===== src/rtl/pattern_scan_pkg.sv =====
// Shared types and widths for the bit-serial pattern scanner.
package pattern_scan_pkg;

    localparam int WORD_W    = 8;
    localparam int PAT_W_MAX = 8;
    localparam int CNT_W     = 16;
    localparam int LEN_W     = $clog2(PAT_W_MAX + 1);
    localparam int IDX_W     = (WORD_W > 1) ? $clog2(WORD_W) : 1;

    localparam logic [CNT_W-1:0] CNT_MAX = '1;

    typedef enum logic [1:0] {
        IDLE,
        WAIT,
        SHIFT
    } state_e;

    typedef struct packed {
        logic [PAT_W_MAX-1:0] pattern;
        logic [LEN_W-1:0]     len;
        logic                 overlap;
    } match_cfg_t;

    // Lengths beyond the history depth behave as a full-depth compare.
    function automatic logic [LEN_W-1:0] clamp_len(input logic [LEN_W-1:0] len);
        if (int'(len) > PAT_W_MAX) return LEN_W'(PAT_W_MAX);
        return len;
    endfunction

endpackage


===== src/rtl/pattern_scan_if.sv =====
// Word stream handshake between the upstream source and the scanner.
interface pattern_scan_if;

    logic [pattern_scan_pkg::WORD_W-1:0] in_data;
    logic                                in_valid;
    logic                                in_ready;

    modport master (
        output in_data,
        output in_valid,
        input  in_ready
    );

    modport slave (
        input  in_data,
        input  in_valid,
        output in_ready
    );

endinterface


===== src/rtl/serial_pattern_matcher.sv =====
// History shift register and masked compare; match is combinational on
// the bit being shifted in this cycle.
module serial_pattern_matcher
    import pattern_scan_pkg::*;
(
    input  logic       clk,
    input  logic       rst,
    input  logic       bit_in,
    input  logic       bit_en,
    input  logic       clear,
    input  match_cfg_t cfg,
    output logic       match
);

    logic [PAT_W_MAX-1:0] hist_q, hist_d, hist_new, mask;
    logic [LEN_W-1:0]     vcnt_q, vcnt_d, vcnt_inc;

    always_comb begin
        hist_new = {hist_q[PAT_W_MAX-2:0], bit_in};
        vcnt_inc = (int'(vcnt_q) >= PAT_W_MAX) ? vcnt_q : vcnt_q + 1'b1;
        mask     = '0;
        for (int i = 0; i < PAT_W_MAX; i++) begin
            if (i < int'(cfg.len)) mask[i] = 1'b1;
        end
        match = bit_en && (cfg.len != '0) &&
                (((hist_new ^ cfg.pattern) & mask) == '0) &&
                (vcnt_inc >= cfg.len);
        hist_d = hist_q;
        vcnt_d = vcnt_q;
        if (clear) begin
            hist_d = '0;
            vcnt_d = '0;
        end else if (bit_en) begin
            hist_d = hist_new;
            // Non-overlapping mode: bits of a match cannot be reused.
            vcnt_d = (match && !cfg.overlap) ? '0 : vcnt_inc;
        end
    end

    always_ff @(posedge clk) begin
        if (rst) begin
            hist_q <= '0;
            vcnt_q <= '0;
        end else begin
            hist_q <= hist_d;
            vcnt_q <= vcnt_d;
        end
    end

endmodule


===== src/rtl/pattern_scan_ctrl.sv =====
// Word-to-bit sequencer, match counter and sticky threshold interrupt
// in front of the serial pattern matcher.
module pattern_scan_ctrl
    import pattern_scan_pkg::*;
(
    input  logic                 clk,
    input  logic                 rst,
    input  logic                 start,
    input  logic                 stop,
    input  logic [PAT_W_MAX-1:0] cfg_pattern,
    input  logic [LEN_W-1:0]     cfg_len,
    input  logic                 cfg_overlap,
    input  logic [CNT_W-1:0]     threshold,
    pattern_scan_if.slave        in_if,
    output logic                 busy,
    output logic                 match_pulse,
    output logic [CNT_W-1:0]     match_count,
    output logic                 irq,
    input  logic                 irq_clr
);

    state_e             state_q, state_d;
    logic [WORD_W-1:0]  word_q, word_d;
    logic [IDX_W-1:0]   idx_q, idx_d;
    logic               stop_q, stop_d;
    match_cfg_t         cfg_q, cfg_d;
    logic [CNT_W-1:0]   thr_q, thr_d;
    logic               pulse_q, pulse_d;
    logic [CNT_W-1:0]   count_q, count_d;
    logic               irq_q, irq_d;

    logic ready, accept, stop_now, clear, shift_en, match, irq_set;

    serial_pattern_matcher u_matcher (
        .clk    (clk),
        .rst    (rst),
        .bit_in (word_q[idx_q]),
        .bit_en (shift_en),
        .clear  (clear),
        .cfg    (cfg_q),
        .match  (match)
    );

    always_comb begin
        ready    = (state_q == WAIT) ||
                   ((state_q == SHIFT) && (idx_q == '0));
        accept   = ready && in_if.in_valid;
        stop_now = stop_q | stop;
        shift_en = (state_q == SHIFT);
        clear    = 1'b0;
        state_d  = state_q;
        word_d   = word_q;
        idx_d    = idx_q;
        stop_d   = stop_q;
        cfg_d    = cfg_q;
        thr_d    = thr_q;
        unique case (1'b1)
            (state_q == IDLE): begin
                if (start) begin
                    state_d       = WAIT;
                    cfg_d.pattern = cfg_pattern;
                    cfg_d.len     = clamp_len(cfg_len);
                    cfg_d.overlap = cfg_overlap;
                    thr_d         = threshold;
                    clear         = 1'b1;
                end
            end
            (state_q == WAIT): begin
                stop_d = stop_now;
                if (accept) begin
                    state_d = SHIFT;
                    word_d  = in_if.in_data;
                    idx_d   = IDX_W'(WORD_W - 1);
                end else if (stop_now) begin
                    state_d = IDLE;
                    stop_d  = 1'b0;
                end
            end
            (state_q == SHIFT): begin
                stop_d = stop_now;
                idx_d  = idx_q - 1'b1;
                if (idx_q == '0) begin
                    if (accept) begin
                        word_d = in_if.in_data;
                        idx_d  = IDX_W'(WORD_W - 1);
                    end else if (stop_now) begin
                        state_d = IDLE;
                        stop_d  = 1'b0;
                    end else begin
                        state_d = WAIT;
                    end
                end
            end
            default: begin
                state_d = IDLE;
                stop_d  = 1'b0;
            end
        endcase

        pulse_d = match;
        count_d = count_q;
        if (clear) begin
            count_d = '0;
        end else if (match && (count_q != CNT_MAX)) begin
            count_d = count_q + 1'b1;
        end
        irq_set = match && (count_q != CNT_MAX) && (thr_q != '0) &&
                  ((count_q + 1'b1) == thr_q);
        irq_d   = irq_set | (irq_q & ~irq_clr);
    end

    always_ff @(posedge clk) begin
        if (rst) begin
            state_q <= IDLE;
            word_q  <= '0;
            idx_q   <= '0;
            stop_q  <= 1'b0;
            cfg_q   <= '0;
            thr_q   <= '0;
            pulse_q <= 1'b0;
            count_q <= '0;
            irq_q   <= 1'b0;
        end else begin
            state_q <= state_d;
            word_q  <= word_d;
            idx_q   <= idx_d;
            stop_q  <= stop_d;
            cfg_q   <= cfg_d;
            thr_q   <= thr_d;
            pulse_q <= pulse_d;
            count_q <= count_d;
            irq_q   <= irq_d;
        end
    end

    assign in_if.in_ready = ready;
    assign busy           = (state_q != IDLE);
    assign match_pulse    = pulse_q;
    assign match_count    = count_q;
    assign irq            = irq_q;

endmodule


===== src/flat_wrapper.sv =====
// flat-port wrapper written by rule: the top's interface ports become plain ports
module pattern_scan_ctrl_flat import pattern_scan_pkg::*;
  (clk, rst, start, stop, cfg_pattern, cfg_len, cfg_overlap, threshold, busy, match_pulse, match_count, irq, irq_clr, in_if_in_data, in_if_in_valid, in_if_in_ready);
  pattern_scan_if in_if_i ();
  input  logic clk;
  input  logic rst;
  input  logic start;
  input  logic stop;
  input  logic [PAT_W_MAX-1:0] cfg_pattern;
  input  logic [LEN_W-1:0] cfg_len;
  input  logic cfg_overlap;
  input  logic [CNT_W-1:0] threshold;
  output logic busy;
  output logic match_pulse;
  output logic [CNT_W-1:0] match_count;
  output logic irq;
  input  logic irq_clr;
  input wire logic [$bits(in_if_i.in_data)-1:0] in_if_in_data;
  input wire logic [$bits(in_if_i.in_valid)-1:0] in_if_in_valid;
  output wire logic [$bits(in_if_i.in_ready)-1:0] in_if_in_ready;
  assign in_if_i.in_data = in_if_in_data;
  assign in_if_i.in_valid = in_if_in_valid;
  assign in_if_in_ready = in_if_i.in_ready;
  pattern_scan_ctrl u_core (.clk(clk), .rst(rst), .start(start), .stop(stop), .cfg_pattern(cfg_pattern), .cfg_len(cfg_len), .cfg_overlap(cfg_overlap), .threshold(threshold), .in_if(in_if_i), .busy(busy), .match_pulse(match_pulse), .match_count(match_count), .irq(irq), .irq_clr(irq_clr));
endmodule

===== config.mk =====
export PLATFORM = sky130hd
export DESIGN_NAME = pattern_scan_ctrl_flat
export DESIGN_NICKNAME = d
export VERILOG_FILES = /design/src/rtl/pattern_scan_pkg.sv /design/src/rtl/pattern_scan_if.sv /design/src/rtl/serial_pattern_matcher.sv /design/src/rtl/pattern_scan_ctrl.sv /design/src/flat_wrapper.sv
export SDC_FILE = /design/constraint.sdc
export NUM_CORES = 1
export LEC_CHECK = 0
export BUFFER_PORTS_ARGS = -buffer_cell sky130_fd_sc_hd__buf_2
export CORE_MARGIN = 1
export CORE_UTILIZATION = 45
export DETAILED_ROUTE_END_ITERATION = 8
export HOLD_SLACK_MARGIN = 0.02
export PLACE_DENSITY_LB_ADDON = 0.3
export SYNTH_ARGS = -nofsm -noshare
export SYNTH_HDL_FRONTEND = slang
export SYNTH_SLANG_ARGS = --single-unit

===== constraint.sdc =====
create_clock -name clk -period 4.45 [get_ports clk]
set_input_delay 0.6675 -clock clk [delete_from_list [all_inputs] [get_ports clk]]
set_output_delay 0.6675 -clock clk [all_outputs]
set_load 0.02 [all_outputs]

==> reports/qor.csv <==
stage;metric;value;unit
clocking;clk_lat worst skew;0.35;ns
pwr;Power Density;384;nW/um^2
drt;Vias;3301;
timing;Slew headroom;40.3;%
pwr;clock share of power;38.3;%
pwr;P_sw;477;uW
timing;Final setup viols;0;
timing;Final min period;3.39;ns
grt;first-pass GRT wire length;14500;microns
floorplan;standard-cell row count;33;
place;routability cong.;0.839;
clocking;Worst-path clk slew;0.07;ns
final_layout;share of post-route cells with drive strength above 1;19.1;%
worst_setup_path;required time of the critical path;4.70;ns
timing;Slew Limit Fails;0;
final_layout;number of diodes;0;
final_layout;final non-filler cell total;619;
worst_setup_path;startpoint types;flop;
floorplan;Chip Width;93.7;microns
clocking;Clock H-tree levels;3;
pwr;Reg power frac;43.1;%
pwr;combinational share of power;18.5;%
worst_hold_path;Hold Crit Start;u_core.cfg_q[0]$_SDFFE_PP0P_;
logic_synthesis;Post-synth top cells;dfxtp_1 (72), nand2_1 (68), nor2_1 (50), a21oi_1 (45), xnor2_1 (31);
drt;total wire length;8690;microns
drt;Initial DRC Count;182;
floorplan;initial core utilization;46.3;%
clocking;CTS Root Buffer Type;clkbuf_8;
worst_setup_path;flop-to-flop setup slack;1.06;ns
logic_synthesis;Mean Syn Cell Area;8.29;sq um
final_layout;area grow syn2layout;16.6;%
logic_synthesis;Net Count, Synth;512;
final_layout;nets;565;
worst_setup_path;Crit. End Element;flop;
worst_setup_path;reg2reg end;u_core.match_count[6]$_SDFFE_PP0P_;
clocking;cts bufs inserted;9;
worst_setup_path;CP cell instances;inv_1 -> ha_1 -> mux2_2 -> ha_1 -> o21ai_0 -> a222oi_1 -> nand4_2 -> nor2_1 -> a21oi_1 -> a31o_2;
place;PortBufs;62;
drt;routed vias/inst;5.33;
worst_setup_path;Critical Path Slowest Stage Cell;nand4_2;
floorplan;core area;8180;sq um
drt;first-pass detailed-route iteration total;4;
logic_synthesis;post-synth top area share;38.1;%
worst_hold_path;Hold/Removal Path Class;flop to flop;
logic_synthesis;count of different cell masters after synthesis;54;
clocking;Clock Tree Buf Depth;2;
worst_setup_path;reg2reg start;u_core.u_matcher.vcnt_q[0]$_SDFFE_PP0P_;
logic_synthesis;yosys warns;0;
worst_setup_path;most used cell, CP;ha_1;
clocking;cts hold-fix bufs;0;
worst_setup_path;slowest cell delay on critical path;0.57;ns
grt;gr ovfl total;0;
logic_synthesis;Post-Syn Area;3780;sq um
worst_hold_path;hold path depth;2;
worst_setup_path;crit path max fanout;17;
worst_setup_path;R2R depth;10;
drt;Routed wire per std cell;14.0;microns
logic_synthesis;ys async rst share;0;%
clocking;CTS tree;yes;
logic_synthesis;most common cell in the synthesized netlist;dfxtp_1;
timing;Layout Skew;0.00908;ns
place;Inst Count DP;603;
pwr;Worst VDD drop;0.232;mV
logic_synthesis;number of synthesized flops with an enable pin;0;
grt;initial antenna violation count;0;
drt;ANT nets after route;0;
drt;DRC;0;
timing;final hold violation count;0;
status;status;completed;
final_layout;fin util;54.0;%
grt;largest net degree at the start of global routing;49;
pwr;P_int;1.22;mW
flow_run;Max Cap Violations;0;
grt;GRT Total Usage;21.0;%
logic_synthesis;Area contributors post-synth;dfxtp_1 (38%), xnor2_1 (7.2%), nand2_1 (6.7%);
timing;Final period util;76.1;%
clocking;Setup Buffers After CTS;0;
pwr;leakage power;1.74;nW
timing;RSZ-0062 raised after global routing;no;
logic_synthesis;sequential fraction of the synthesis area;38.1;%
timing;Worst-Margin Slew;0.895;ns
place;detailed placer's ending HPWL;5990;microns
clocking;clock sinks;72;
logic_synthesis;post-synth top area cell;dfxtp_1;
timing;fmax;295;MHz
pwr;sw frac;28.1;%
logic_synthesis;Synth Instances;456;
logic_synthesis;synthesized flop and latch total;72;
worst_hold_path;Hold Path End;u_core.cfg_q[0]$_SDFFE_PP0P_;
logic_synthesis;main flop type after synthesis;dfxtp_1;
clocking;post_cts resized;0;
floorplan;die area;8780;sq um
worst_setup_path;worst endpoint data arrival time;3.63;ns
worst_setup_path;CP Class;flop to flop;
floorplan;Die Y;93.7;microns
floorplan;Ports;63;
timing;setup tns final;0;ns
grt;vias in the first global route;3049;
layout make-up:
| cell class | count | area [sq um] |
|---|---|---|
| clock buffer | 11 | 151 |
| clock inverter | 5 | 103 |
| fill | 787 | 3760 |
| inverter | 17 | 63.8 |
| multi-input combinational | 343 | 2180 |
| sequential | 72 | 1440 |
| tap | 105 | 131 |
| timing repair buffer | 66 | 340 |
stage by stage:
step	area (sq um)	hold WS, ns	power, mW	worst slack, ns
6_report	4410	0.463	1.70	1.06
5_1_grt	4410	0.486	1.78	0.799
4_1_cts	4410	0.467	1.70	1.06
3_5_place_dp	4160	0.457	1.06	1.12
3_3_place_gp	4160	0.460	1.05	1.31
2_1_floorplan	3780	0.432	0.966	1.86
cells by family (layout without fill, tap and decap cells):
family,count (synthesis),in the layout,synth area share (%)
simple gates,188,188,24.3
fa+ha+maj,13,13,4.30
mux,21,21,6.45
buf+inv,41,99,4.30
xor+xnor,43,43,9.96
flops,72,72,38.1
compound gates,78,78,12.5
state kept, by name, summed over array words and instances, names as in the netlist:
register and count:
u_core.match_count 16, u_core.thr_q 16, u_core.cfg_q 13, u_core.word_q 8
u_core.u_matcher.hist_q 7, u_core.u_matcher.vcnt_q 4, u_core.idx_q 3, u_core.state_q 2
u_core.irq 1, u_core.match_pulse 1, u_core.stop_q 1
routing by layer:
layer | global-route usage, % | up-vias | routed length, microns
met5 | 0 | - | 0
li1 | - | 1680 | -
met1 | 28.8 | 1519 | 4270
met4 | 7.82 | 0 | 126
met2 | 32.6 | 91 | 3930
met3 | 3.72 | 11 | 364
placed cells by master, fill, tap and decap left out, types with 2 or more instances in the layout:
master | netlist | final
dfxtp_1 | 72 | 72
and3_1 | 8 | 8
nor3b_1 | 7 | 7
and4_1 | 2 | 2
xor2_1 | 12 | 12
a31oi_1 | 3 | 3
buf_2 | 1 | 62
nor2b_1 | 3 | 3
nor2_1 | 50 | 49
nand2_1 | 68 | 68
nand2b_1 | 6 | 6
mux2i_1 | 17 | 17
nor3_2 | 7 | 7
inv_1 | 17 | 17
o21ai_0 | 6 | 6
a211oi_1 | 3 | 3
buf_4 | 0 | 4
a21oi_1 | 45 | 45
a222oi_1 | 2 | 2
nand3_1 | 8 | 8
xnor2_1 | 31 | 31
ha_1 | 13 | 13
o22ai_1 | 3 | 3
clkbuf_8 | 0 | 11
o31ai_1 | 2 | 2
a31o_2 | 2 | 2
nand4_1 | 4 | 4
bufinv_16 | 0 | 3
nor3_1 | 7 | 7
nor4_1 | 10 | 10
power by group through the flow:
stage               Clock, mW  Combinational (mW)  Sequential [mW]
floorplan                   0               0.236            0.730
CTS                     0.659               0.314            0.732
global route            0.686               0.355            0.738
detailed placement          0               0.312            0.746
finish                  0.650               0.314            0.732
global placement            0               0.304            0.743
worst max-delay path by stage:
stage	startpoint	end	slack, ns	cells after the start
finish	u_core.u_matcher.vcnt_q[0]$_SDFFE_PP0P_	u_core.match_count[6]$_SDFFE_PP0P_	1.06	10
global placement	u_core.u_matcher.vcnt_q[0]$_SDFFE_PP0P_	u_core.match_count[6]$_SDFFE_PP0P_	1.31	10
detailed placement	u_core.u_matcher.vcnt_q[0]$_SDFFE_PP0P_	u_core.match_count[6]$_SDFFE_PP0P_	1.12	10
CTS	u_core.u_matcher.vcnt_q[0]$_SDFFE_PP0P_	u_core.match_count[6]$_SDFFE_PP0P_	1.06	10
global route	u_core.u_matcher.vcnt_q[0]$_SDFFE_PP0P_	u_core.match_count[6]$_SDFFE_PP0P_	0.80	10
floorplan	u_core.u_matcher.vcnt_q[0]$_SDFFE_PP0P_	u_core.match_count[6]$_SDFFE_PP0P_	1.86	10
critical path: cells and delay by family (launching register included):
family	cells	cell delay (ns)
and+or+nand+nor	2	1.10
AOI/OAI and AO/OA	4	0.79
adders and majority gates	2	0.57
DFF	1	0.45
muxes	1	0.28
buffers and inverters	1	0.08
No activity file was read; power rests on OpenSTA's default activity.
